$ cat src/rtl/param_stream_pkg.sv
// Shared types and width helpers for the parameter-ROM streaming controller.
package param_stream_pkg;

    typedef enum logic [1:0] {
        IDLE  = 2'd0,
        RUN   = 2'd1,
        DRAIN = 2'd2
    } state_t;

    // Bits needed to hold any count in 0..max_val.
    function automatic int cnt_width(input int max_val);
        return (max_val < 1) ? 1 : $clog2(max_val + 1);
    endfunction

endpackage

$ cat src/rtl/param_stream_fifo.sv
// Synchronous FIFO with flush; dout is the head entry, valid while not empty.
// Push on a full FIFO is accepted when a pop happens in the same cycle.
module param_stream_fifo
    import param_stream_pkg::*;
#(
    parameter int DEPTH = 3,
    parameter int WIDTH = 16,
    localparam int CW = cnt_width(DEPTH)
) (
    input  logic             clk,
    input  logic             rst,
    input  logic             push,
    input  logic             pop,
    input  logic             flush,
    input  logic [WIDTH-1:0] din,
    output logic [WIDTH-1:0] dout,
    output logic [CW-1:0]    count,
    output logic             full,
    output logic             empty
);

    localparam int PW = (DEPTH > 1) ? $clog2(DEPTH) : 1;

    logic [WIDTH-1:0] mem [DEPTH];
    logic [PW-1:0]    wr_ptr;
    logic [PW-1:0]    rd_ptr;
    logic             do_push;
    logic             do_pop;

    assign full    = (count == CW'(DEPTH));
    assign empty   = (count == '0);
    assign do_pop  = pop && !empty;
    assign do_push = push && (!full || do_pop);
    assign dout    = mem[rd_ptr];

    function automatic logic [PW-1:0] ptr_inc(input logic [PW-1:0] p);
        return (p == PW'(DEPTH - 1)) ? '0 : p + PW'(1);
    endfunction

    always_ff @(posedge clk) begin
        if (rst || flush) begin
            wr_ptr <= '0;
            rd_ptr <= '0;
            count  <= '0;
        end else begin
            if (do_push) wr_ptr <= ptr_inc(wr_ptr);
            if (do_pop)  rd_ptr <= ptr_inc(rd_ptr);
            count <= count + CW'(do_push) - CW'(do_pop);
        end
    end

    always_ff @(posedge clk) begin
        if (do_push) mem[wr_ptr] <= din;
    end

endmodule

$ cat src/rtl/param_stream_ctrl.sv
// Streams a parameter tensor from a fixed-latency ROM through a small FIFO with a valid/ready output.
// First beat ROM_LATENCY+1 cycles after start; reads are throttled so no beat is lost. Optional PARAM_STREAM_PERF_EN.
module param_stream_ctrl
    import param_stream_pkg::*;
#(
    parameter int PRECISION   = 16,
    parameter int PARALLELISM = 1,
    parameter int OUT_DEPTH   = 32,
    parameter int ROM_LATENCY = 2,
    parameter int FIFO_DEPTH  = ROM_LATENCY + 1,
    parameter int ADDR_WIDTH  = $clog2(OUT_DEPTH + 1),
    parameter int PASS_WIDTH  = 16
) (
    input  logic                             clk,
    input  logic                             rst,
    input  logic                             start,
    input  logic [PASS_WIDTH-1:0]            passes,
    input  logic                             abort,
    output logic                             busy,
    output logic                             done,
    output logic [ADDR_WIDTH-1:0]            rom_addr,
    output logic                             rom_ce,
    input  logic [PRECISION*PARALLELISM-1:0] rom_q,
    output logic [PRECISION-1:0]             data_out [PARALLELISM],
    output logic                             data_out_valid,
    input  logic                             data_out_ready
`ifdef PARAM_STREAM_PERF_EN
    ,
    output logic [31:0]                      stall_cycles,
    output logic [31:0]                      beats_out
`endif
);

    localparam int W   = PRECISION * PARALLELISM;
    localparam int FCW = cnt_width(FIFO_DEPTH);
    localparam int IW  = cnt_width(ROM_LATENCY);
    localparam int SW  = cnt_width(FIFO_DEPTH + ROM_LATENCY + 1);

    state_t                 state;
    state_t                 state_nx;
    logic [PASS_WIDTH-1:0]  passes_q;
    logic [PASS_WIDTH-1:0]  pass_cnt;
    logic [ROM_LATENCY-1:0] vpipe;
    logic [IW-1:0]          inflight;
    logic [FCW-1:0]         fifo_count;
    logic                   fifo_full;
    logic                   fifo_empty;
    logic [W-1:0]           fifo_dout;
    logic                   issue;
    logic                   room;
    logic                   pop;
    logic                   push;
    logic                   flush;
    logic                   last_addr;
    logic                   last_pass;

    assign busy           = (state != IDLE);
    assign rom_ce         = busy;
    assign data_out_valid = !fifo_empty;
    assign pop            = data_out_valid && data_out_ready;
    assign push           = vpipe[ROM_LATENCY-1];
    assign flush          = abort && busy;
    assign last_addr      = (rom_addr == ADDR_WIDTH'(OUT_DEPTH - 1));
    assign last_pass      = (passes_q != '0) && (pass_cnt + PASS_WIDTH'(1) == passes_q);

    always_comb begin
        inflight = '0;
        for (int i = 0; i < ROM_LATENCY; i++) begin
            inflight = inflight + IW'(vpipe[i]);
        end
    end

    // Buffered plus in-flight beats must fit the FIFO; a pop this cycle frees one slot.
    assign room = (SW'(fifo_count) + SW'(inflight)) < (SW'(FIFO_DEPTH) + SW'(pop));

    always_ff @(posedge clk) begin
        if (rst) state <= IDLE;
        else     state <= state_nx;
    end

    always_comb begin
        state_nx = state;
        issue    = 1'b0;
        done     = 1'b0;
        case (state)
            IDLE: begin
                if (start) state_nx = RUN;
            end
            RUN: begin
                if (abort) begin
                    state_nx = DRAIN;
                end else begin
                    issue = room;
                    if (room && last_addr && last_pass) state_nx = DRAIN;
                end
            end
            DRAIN: begin
                if (!abort && inflight == '0 && fifo_empty) begin
                    state_nx = IDLE;
                    done     = 1'b1;
                end
            end
            default: state_nx = IDLE;
        endcase
    end

    always_ff @(posedge clk) begin
        if (rst) begin
            rom_addr <= '0;
            pass_cnt <= '0;
            passes_q <= '0;
            vpipe    <= '0;
        end else begin
            if (state == IDLE && start) begin
                rom_addr <= '0;
                pass_cnt <= '0;
                passes_q <= passes;
            end else if (issue) begin
                if (last_addr) begin
                    rom_addr <= '0;
                    pass_cnt <= pass_cnt + PASS_WIDTH'(1);
                end else begin
                    rom_addr <= rom_addr + ADDR_WIDTH'(1);
                end
            end
            vpipe <= flush ? '0 : ((vpipe << 1) | ROM_LATENCY'(issue));
        end
    end

    param_stream_fifo #(
        .DEPTH (FIFO_DEPTH),
        .WIDTH (W)
    ) u_fifo (
        .clk   (clk),
        .rst   (rst),
        .push  (push),
        .pop   (pop),
        .flush (flush),
        .din   (rom_q),
        .dout  (fifo_dout),
        .count (fifo_count),
        .full  (fifo_full),
        .empty (fifo_empty)
    );

    always_comb begin
        for (int j = 0; j < PARALLELISM; j++) begin
            data_out[j] = fifo_dout[PRECISION*j +: PRECISION];
        end
    end

`ifdef PARAM_STREAM_PERF_EN
    always_ff @(posedge clk) begin
        if (rst || (state == IDLE && start)) begin
            stall_cycles <= '0;
            beats_out    <= '0;
        end else begin
            if (data_out_valid && !data_out_ready && stall_cycles != '1)
                stall_cycles <= stall_cycles + 32'd1;
            if (pop && beats_out != '1)
                beats_out <= beats_out + 32'd1;
        end
    end
`endif

endmodule

$ cat config.mk
export PLATFORM = sky130hd
export DESIGN_NAME = param_stream_ctrl
export DESIGN_NICKNAME = d
export VERILOG_FILES = /design/src/rtl/param_stream_pkg.sv /design/src/rtl/param_stream_fifo.sv /design/src/rtl/param_stream_ctrl.sv
export SDC_FILE = /design/constraint.sdc
export NUM_CORES = 1
export LEC_CHECK = 0
export BUFFER_PORTS_ARGS = -buffer_cell sky130_fd_sc_hd__buf_2
export CORE_ASPECT_RATIO = 0.6
export CORE_MARGIN = 1.5
export CORE_UTILIZATION = 35
export DETAILED_ROUTE_END_ITERATION = 10
export SYNTH_ARGS = -nofsm -noshare
export SYNTH_HDL_FRONTEND = slang
export SYNTH_SLANG_ARGS = --single-unit
$ cat constraint.sdc
create_clock -name clk -period 3.65 [get_ports clk]
set_input_delay 0.365 -clock clk [delete_from_list [all_inputs] [get_ports clk]]
set_output_delay 0.365 -clock clk [all_outputs]
set_load 0.02 [all_outputs]
# Word level (Yosys, flattened, before mapping)
# Memories as Yosys holds them, arrays and structs flattened. A register that Yosys moved wholly into a read port is not among the register bits.
# Cells that the tools add are included.
# totals
ram_bits	48
output_inout_bits	26
in_bits	37
romBits	0
latchBits	0
word_cells	70
register_bits	48
mem_count	1
# classes
muxes	16
n_reduce_logical	24
mul	0
shift	0
addsub	9
n_bitwise	1
n_eq_ne	10
n_div	0
n_lt_le_gt_ge	1
# memory_table
memory	words	word_bits	read_ports	rd_ports_with_merged_regs	write_ports	line_no	text
u_fifo.mem	3	16	1	1	1	param_stream_fifo.sv:24	logic [WIDTH-1:0] mem [DEPTH];
# op_table
operator	count
16-bit by 1-bit adder with 16-bit output, second input constant	1
16-bit == test	1
2-bit 2-to-1 mux	8
16-bit nonzero test	1
1-bit logical AND	10
2-bit == test, second input constant	4
6-bit by 1-bit adder with 6-bit output, second input constant	1
6-bit by 5-bit == test with 1-bit output, second input constant	1
2-bit logical NOT	3
1-bit 2-to-1 mux	6
6-bit 2-to-1 mux	1
2-bit one-hot mux with 3 select lines	1
2-bit by 1-bit adder with 2-bit output, second input constant	2
2-bit inequality test, second input constant	2
2-bit OR reduction	2
2-bit by 1-bit adder with 3-bit output, first input constant	1
2-bit by 2-bit adder with 3-bit output	1
1-bit logical NOT	3
3-bit less-than comparator	1
3-bit inequality test, second input constant	1
3-bit AND reduction	1
1-bit by 1-bit adder with 2-bit output	1
2-bit by 1-bit adder with 2-bit output	1
2-bit by 1-bit == test with 1-bit output, second input constant	1
5 further kinds	6

# Longest topological paths before layout
# Gate-level depths: netlist (run 1).
# depth
ltp_word	10
ltp_mapped	12
mapped_depth_nobuf	11

# Hierarchy
# From an unflattened synthesis (run 1), not the netlist that was laid out.
# hier_totals
hier_cells	443
area_unflattened_um2	4503.1
# modules_own_cells
module	n_inst	seq_area_each_um2	area_per_inst_um2	cells_each
param_stream_ctrl	1	840.8	2366.0	301
param_stream_fifo	1	1601.5	2137.0	142

# Worst setup path before layout (run 1)
# Ideal clock, no wire load.
# synth_path
path_kind	reg-to-reg
start	register vpipe[0]
end	register state[1]
setup_ns	0.073
t_required_ns	3.577
stages_incl_launch_ff	12
path_slack_ns	0.781
n_path_buf	0
period_less_slack_ns	2.869
arrival_ns	2.797
cell_sequence	dfxtp_1 -> inv_1 -> ha_1 -> ha_1 -> fa_1 -> ha_1 -> o21a_1 -> o2bb2ai_1 -> o211ai_1 -> a2111oi_0 -> a31o_1 -> nor3b_2
# synth_between
elab_chain_len	7
word_cells_on_any_way	11
classes_between	2 x add/sub; 1 x order compare; 2 x eq/ne; 6 x reduce/logical
# synth_lines
element	line_no	text
from (decl)	param_stream_ctrl.sv:43	logic [ROM_LATENCY-1:0] vpipe;
from (signal assigned)	param_stream_ctrl.sv:126	vpipe <= flush ? '0 : ((vpipe << 1) | ROM_LATENCY'(issue));
1-bit by 1-bit adder with 2-bit output *	param_stream_ctrl.sv:69	inflight = inflight + IW'(vpipe[i]);
2-bit by 2-bit adder with 3-bit output	param_stream_ctrl.sv:74	assign room = (SW'(fifo_count) + SW'(inflight)) < (SW'(FIFO_DEPTH) + SW'(pop));
3-bit less-than comparator	param_stream_ctrl.sv:74	
1-bit logical AND (2 in a row)	param_stream_ctrl.sv:94	if (room && last_addr && last_pass) state_nx = DRAIN;
3-bit inequality test (no line)	n/a	
3-bit AND reduction (no line) *	n/a	
to (signal assigned)	param_stream_ctrl.sv:78	else state <= state_nx;
to (decl)	param_stream_ctrl.sv:39	state_t state;
# Mark *: on every way between the ends. The rest lies on a longest branch, timed or not.
# A chain may end at the register's enable or synchronous reset.

# Worst setup path in the final report (run 1)
# layout_path
start	register vpipe[0]
end	register pass_cnt[15]
# layout_between
elab_chain_len	6
# layout_lines
element	line_no	text
1-bit by 1-bit adder with 2-bit output	param_stream_ctrl.sv:69	
2-bit by 2-bit adder with 3-bit output	param_stream_ctrl.sv:74	
3-bit less-than comparator	param_stream_ctrl.sv:74	
1-bit 2-to-1 mux	param_stream_ctrl.sv:90	if (abort) begin
1-bit 2-to-1 mux	param_stream_ctrl.sv:85	case (state)
2-bit AND reduction (no line)	n/a	
to (signal assigned)	param_stream_ctrl.sv:121	pass_cnt <= pass_cnt + PASS_WIDTH'(1);
to (decl)	param_stream_ctrl.sv:42	logic [PASS_WIDTH-1:0] pass_cnt;
# No other way between the ends.

==> reports/metrics.cfg, run 1 <==
[cts]
htreeDepth=3
post_cts_buffers=0
clock_latency_ns=0.34
cts-root-buf=clkbuf_16
clk_pin_slew_ns=0.07
clk_path_buf_depth=2
cts_sinks=98
cts-resized-gates=0
cts_tree=yes
cts_buffers=9
cts_hold_buf=0

[synth]
synthTopCellsByArea=edfxtp_1 (32%), dfxtp_1 (22%), nand2_1 (6.1%), xnor2_1 (5.3%), mux2i_1 (3.8%)
yosys.area_share.xor_xnor=0.0767
ys_warn_count=0
synth_seq_cells=98
syn_inst=430
yosysTopAreaCellShare=0.324
synth_edf_count=48
synth-simple-area-share=0.188
syn_area_um2=4460
syn-num-nets=477
synth_flop_cell=dfxtp_1
yosys.area_share.adder=0.0298
syn_avg_cell_area_um2=10.4
synth_mux_area_frac=0.0382
ys_seq_area_frac=0.548
synth_top_family_by_area=simple AND/OR/NAND/NOR gates
synth_common_cells=nand2_1 (73), dfxtp_1 (50), edfxtp_1 (48)
synth_most_common_cell=nand2_1
async_reset_ff_frac=0
synth-compound-area-share=0.0893
synth_cell_types=49
yosysTopAreaCell=edfxtp_1

[final_layout]
antenna_cells=0
syn_to_final_growth_pct=17.4
drive_gt1_frac=0.201
fin_nets=535

[global_routing]
grt_pass1_vias=2877
antenna_found_initial=0
grt_max_degree=33
grtUsageTotal=0.150
gr-total-overflow=0
grt_first_pass_wirelength_mm=15.6

[sta]
rsz0062_at_grt=no
min_period_ns=3.16
max_freq_mhz=316
slew_violations=0
fin_crit_sh=0.867
tns_ns=0
setup_viol=0
fin_ws_ns=0.487
clock_skew_ns=0.00766
tightest_slew_ns=1.05
report.final.hold_viol_count=0
relSlewSlack=0.302

[critical_path]
ff2ff_setup_slack_ns=0.49
crit_path_cell_trace=inv_1 -> ha_1 -> ha_1 -> fa_1 -> ha_1 -> o21a_1 -> o2bb2ai_1 -> buf_4 -> nand3_2 -> nor4_1 -> xnor2_1 -> nor2_1
cp_max_fo=16
critPathArrivalTime_ns=3.36
max_stage_delay_ns=0.44
slowest_stage=fa_1
worstSetupEndpointType=register
cp_common_cell=ha_1
r2r_cells=12
r2r_start=vpipe[0]
critPathKind=reg -> reg
start_kind=register
required_ns=3.85
crit_start=vpipe[0]
r2r-end=pass_cnt[15]

[job]
max-cap-violations=0

[place]
io_buffer_count=62
dp_slack_ns=0.480
hpwlAfterDp_mm=7.13
gp_congestion=0.823

[detailed_routing]
dr_wl_met3_um=645
initialDrtViolationCount=137
first_pass_iters=4
ant_nets=0
num_vias=3227
avgRoutedWirePerCell_um=14.7
drc_errors=0
vias_per_cell=4.90
drt-total-wl_mm=9.70
m1WireLength_mm=5.20
met2WireLength_mm=3.80
highest-signal-layer=met4

[floorplan]
dieWidth_um=149
die_y_um=90.4
rows=31
fp.dieArea_um2=13400
core_area_um2=12200
ios=63
start_util=0.365

[power_and_ir_drop]
irDropWorstVdd_mv=0.262
leakage_nw=1.89
powerDensity_nw_per_um2=456

[hold_path]
whs_endpoint=u_fifo.mem[2][13]
hold_class=in -> reg
hold-path-cell-count=1
worstHoldStart=rom_q[13]

[run_status]
status=finished clean

-- critical path, delay by kind of cell, from the launching register on --
kind	cells	cell delay, ns
compound gates	2	0.30
xor+xnor	1	0.17
simple gates	3	0.77
buf+inv	2	0.21
flops	1	0.34
fa+ha+maj	4	1.21
-- worst max path at each step --
stage                              end  slack (ns)  cells after the start
final                     pass_cnt[15]        0.49                     12
after global routing      pass_cnt[15]        0.22                     12
after CTS                 pass_cnt[15]        0.46                     12
after detailed placement  pass_cnt[15]        0.48                     12
after global placement    pass_cnt[15]        0.63                     12
after floorplan               state[1]        0.78                     11
-- layer usage --
metal	vias to the layer above	global-route usage
li1	1619	-
met1	1509	0.240
met2	94	0.195
met3	5	0.0404
met4	0	0.0363
met5	-	0
-- kinds of logic (layout without fill, tap and decap cells) --
logic type / count (synthesis) / count (layout)
flip-flops: 98 / 98
buffers and inverters: 31 / 94
AO/OA/AOI/OAI: 67 / 67
adder cells (fa/ha/maj): 10 / 10
AND/OR/NAND/NOR: 168 / 168
XOR/XNOR: 39 / 39
multiplexers: 17 / 17
-- final cells by class --
| cell class | count | area (um^2) |
|---|---|---|
| tap | 165 | 206 |
| sequential | 98 | 2440 |
| clock buffer | 9 | 225 |
| multi-input combinational | 301 | 1890 |
| timing repair buffer | 66 | 340 |
| clock inverter | 7 | 85.1 |
| inverter | 12 | 45.0 |
| fill | 1182 | 6990 |
-- state kept, by name (all words and copies together) (netlist names), 6 cells and up, named ones only --
signal and count:
pass_cnt 16, passes_q 16, rom_addr 6, u_fifo.mem 48
-- where the power goes --
part	switching, mW	internal [mW]	total, mW
registers	0.0326	1.17	1.21
clock network	0.433	0.545	0.978
logic	0.117	0.0840	0.201
total	0.583	1.80	2.38
-- placed cells by master, fill, tap and decap left out, types with 9 or more instances in the layout --
cell / n
xor2_1: 12
a21oi_1: 28
inv_1: 12
edfxtp_1: 48
ha_1: 9
o21ai_0: 21
nand2_1: 73
buf_2: 62
nor2_1: 30
clkbuf_16: 9
dfxtp_1: 50
xnor2_1: 27
nor3_1: 12
mux2i_1: 17
-- metrics by stage --
| step | area, um^2 | power [mW] | util | instances | hold slack (ns) |
|---|---|---|---|---|---|
| after global placement | 4920 | 1.42 | 0.403 | 642 | 0.454 |
| after detailed placement | 4920 | 1.43 | 0.403 | 642 | 0.478 |
| after floorplan | 4460 | 1.36 | - | 430 | 0.441 |
| after CTS | 5230 | 2.41 | 0.428 | 658 | 0.213 |
| after global routing | 5230 | 2.48 | 0.428 | 658 | 0.210 |
| final | 5230 | 2.38 | 0.428 | 658 | 0.223 |
Note: power is estimated with default switching activity, not from simulation.
==> inputs of run 2 (changes only) <==
Settings changed: CORE_UTILIZATION 35 to 55, PLACE_DENSITY set to 0.77.
==> reports/metrics.cfg, run 2 (synthesis results as in run 1) <==
[floorplan]
die_y_um=72.7  ; was 90.4 um
core_area_um2=7850  ; was 12200 um^2
dieWidth_um=119  ; was 149 um
rows=25  ; was 31
ios=63  ; unchanged
start_util=0.567  ; was 0.365
fp.dieArea_um2=8670  ; was 13400 um^2

[power_and_ir_drop]
pwr-share-clk=0.389  ; was 0.410
comb_power_share=0.086  ; was 0.084
power_mw=2.29  ; was 2.38 mW
seq_power_share=0.525  ; was 0.506
irDropWorstVdd_mv=0.266  ; was 0.262 mV
p_int_mw=1.73  ; was 1.80 mW
switchingPower_mw=0.565  ; was 0.583 mW
leakage_nw=1.87  ; was 1.89 nW
powerDensity_nw_per_um2=447  ; was 456 nW/um^2
switching_share=0.246  ; was 0.245

[detailed_routing]
vias_per_cell=5.41  ; was 4.90
ant_nets=0  ; unchanged
num_vias=3251  ; was 3227
initialDrtViolationCount=270  ; was 137
avgRoutedWirePerCell_um=15.1  ; was 14.7 um
first_pass_iters=6  ; was 4
drt-total-wl_mm=9.10  ; was 9.70 mm
drc_errors=0  ; unchanged

[final_layout]
final_cell_mix=nand2_1 (73), buf_2 (62), dfxtp_1 (50)  ; unchanged
syn_to_final_growth_pct=15.1  ; was 17.4%
fin_nets=535  ; unchanged
multi_input_area_um2=1890  ; unchanged
regMostFlops=u_fifo.mem  ; unchanged
regArea_um2=2440  ; unchanged
drive_gt1_frac=0.199  ; was 0.201
utilization=0.653  ; was 0.428
nFillCells=616  ; was 1182
largest_reg_flops=48  ; unchanged
antenna_cells=0  ; unchanged
largestRegisters=u_fifo.mem (48), pass_cnt (16), passes_q (16)  ; unchanged
mostFrequentLayoutCell=nand2_1  ; unchanged

[sta]
setup_viol=0  ; unchanged
min_period_ns=3.35  ; was 3.16 ns
fin_crit_sh=0.918  ; was 0.867
report.final.hold_viol_count=0  ; unchanged
slew_violations=0  ; unchanged
fin_ws_ns=0.298  ; was 0.487 ns
rsz0062_at_grt=no  ; unchanged
tns_ns=0  ; unchanged
clock_skew_ns=0.00798  ; was 0.00766 ns
whs_ns=0.206  ; was 0.223 ns
tightest_slew_ns=0.992  ; was 1.05 ns
max_freq_mhz=298  ; was 316 MHz
relSlewSlack=0.338  ; was 0.302

[critical_path]
cp_max_fo=6  ; was 16
required_ns=3.93  ; was 3.85 ns
r2r_start=vpipe[0]  ; unchanged
critPathArrivalTime_ns=3.63  ; was 3.36 ns
critPathKind=reg -> reg  ; unchanged
worstSetupEndpointType=register  ; unchanged
crit_start=vpipe[0]  ; unchanged
start_kind=register  ; unchanged

[global_routing]
grt_first_pass_wirelength_mm=14.9  ; was 15.6 mm
gr-total-overflow=0  ; unchanged
antenna_found_initial=0  ; unchanged
grt_pass1_vias=2995  ; was 2877
grtUsageTotal=0.228  ; was 0.150
grt_max_degree=33  ; unchanged

[cts]
clock_latency_ns=0.35  ; was 0.34 ns
cts_sinks=98  ; unchanged
post_cts_buffers=0  ; unchanged
htreeDepth=3  ; unchanged
cts_hold_buf=0  ; unchanged
cts-root-buf=clkbuf_16  ; unchanged
clk_pin_slew_ns=0.07  ; about the same
cts_tree=yes  ; unchanged
clk_path_buf_depth=2  ; unchanged
cts_buffers=9  ; unchanged
cts-resized-gates=0  ; unchanged

[place]
io_buffer_count=62  ; unchanged
gp_congestion=0.880  ; was 0.823
hpwlAfterDp_mm=6.56  ; was 7.13 mm
dp_slack_ns=0.379  ; was 0.480 ns

[job]
max-cap-violations=0  ; unchanged

[run_status]
status=finished clean  ; unchanged

[hold_path]
worstHoldStart=rom_q[8]  ; was rom_q[13]
hold_class=in -> reg  ; unchanged

run 2: cell count changes in the layout (fill, tap and decap cells not counted):
cell and delta:
inv_8 -1, bufinv_16 -1, clkbuf_1 +1, clkinv_2 +1
clkinv_4 -1, inv_6 +1
run 2: stage by stage:
stage | instances | cell area [um^2]
floorplan | 430 | 4460
global placement | 585 | 4850
detailed placement | 585 | 4850
CTS | 601 | 5130
global route | 601 | 5130
finish | 601 | 5130
run 2: final timing paths:
path,slack [ns],cells after the start,endpoint
worst max register to register,0.30,11,state[1]
worst max-delay path,0.30,11,state[1]
worst min register to register,0.49,2,passes_q[0]
worst min-delay path,0.21,1,u_fifo.mem[2][8]
run 2: final cells by class:
cell class	instances	area share
Clock buffer	10	0.0446
Clock inverter	6	0.00951
Inverter	12	0.00878
Multi-Input combinational cell	301	0.368
Sequential cell	98	0.476
Tap cell	108	0.0263
Timing Repair Buffer	66	0.0664
run 2: worst max-delay path, cell delays in order (launching register included):
cell and delay [ns]:
dfxtp_1 0.34, inv_1 0.07, ha_1 0.30, ha_1 0.20, fa_1 0.43, ha_1 0.29, o21a_1 0.17, o2bb2ai_1 0.41
o211ai_1 0.20, a2111oi_0 0.51, a31o_1 0.22, nor3b_2 0.14
run 2: power by group through the flow:
stage / sequential (mW) / combinational [mW] / clock [mW]
after floorplan: 1.21 / 0.142 / 0
after global placement: 1.23 / 0.190 / 0
after detailed placement: 1.23 / 0.197 / 0
after CTS: 1.20 / 0.198 / 0.906
after global routing: 1.21 / 0.222 / 0.949
final: 1.20 / 0.198 / 0.893
run 2: metal layers:
metal	GRT usage	part of all wire	up-vias
met2	0.315	0.41	97
met4	0.0522	0.0094	0
met3	0.0727	0.073	8
li1	-	-	1625
met5	0	0	-
met1	0.346	0.50	1521
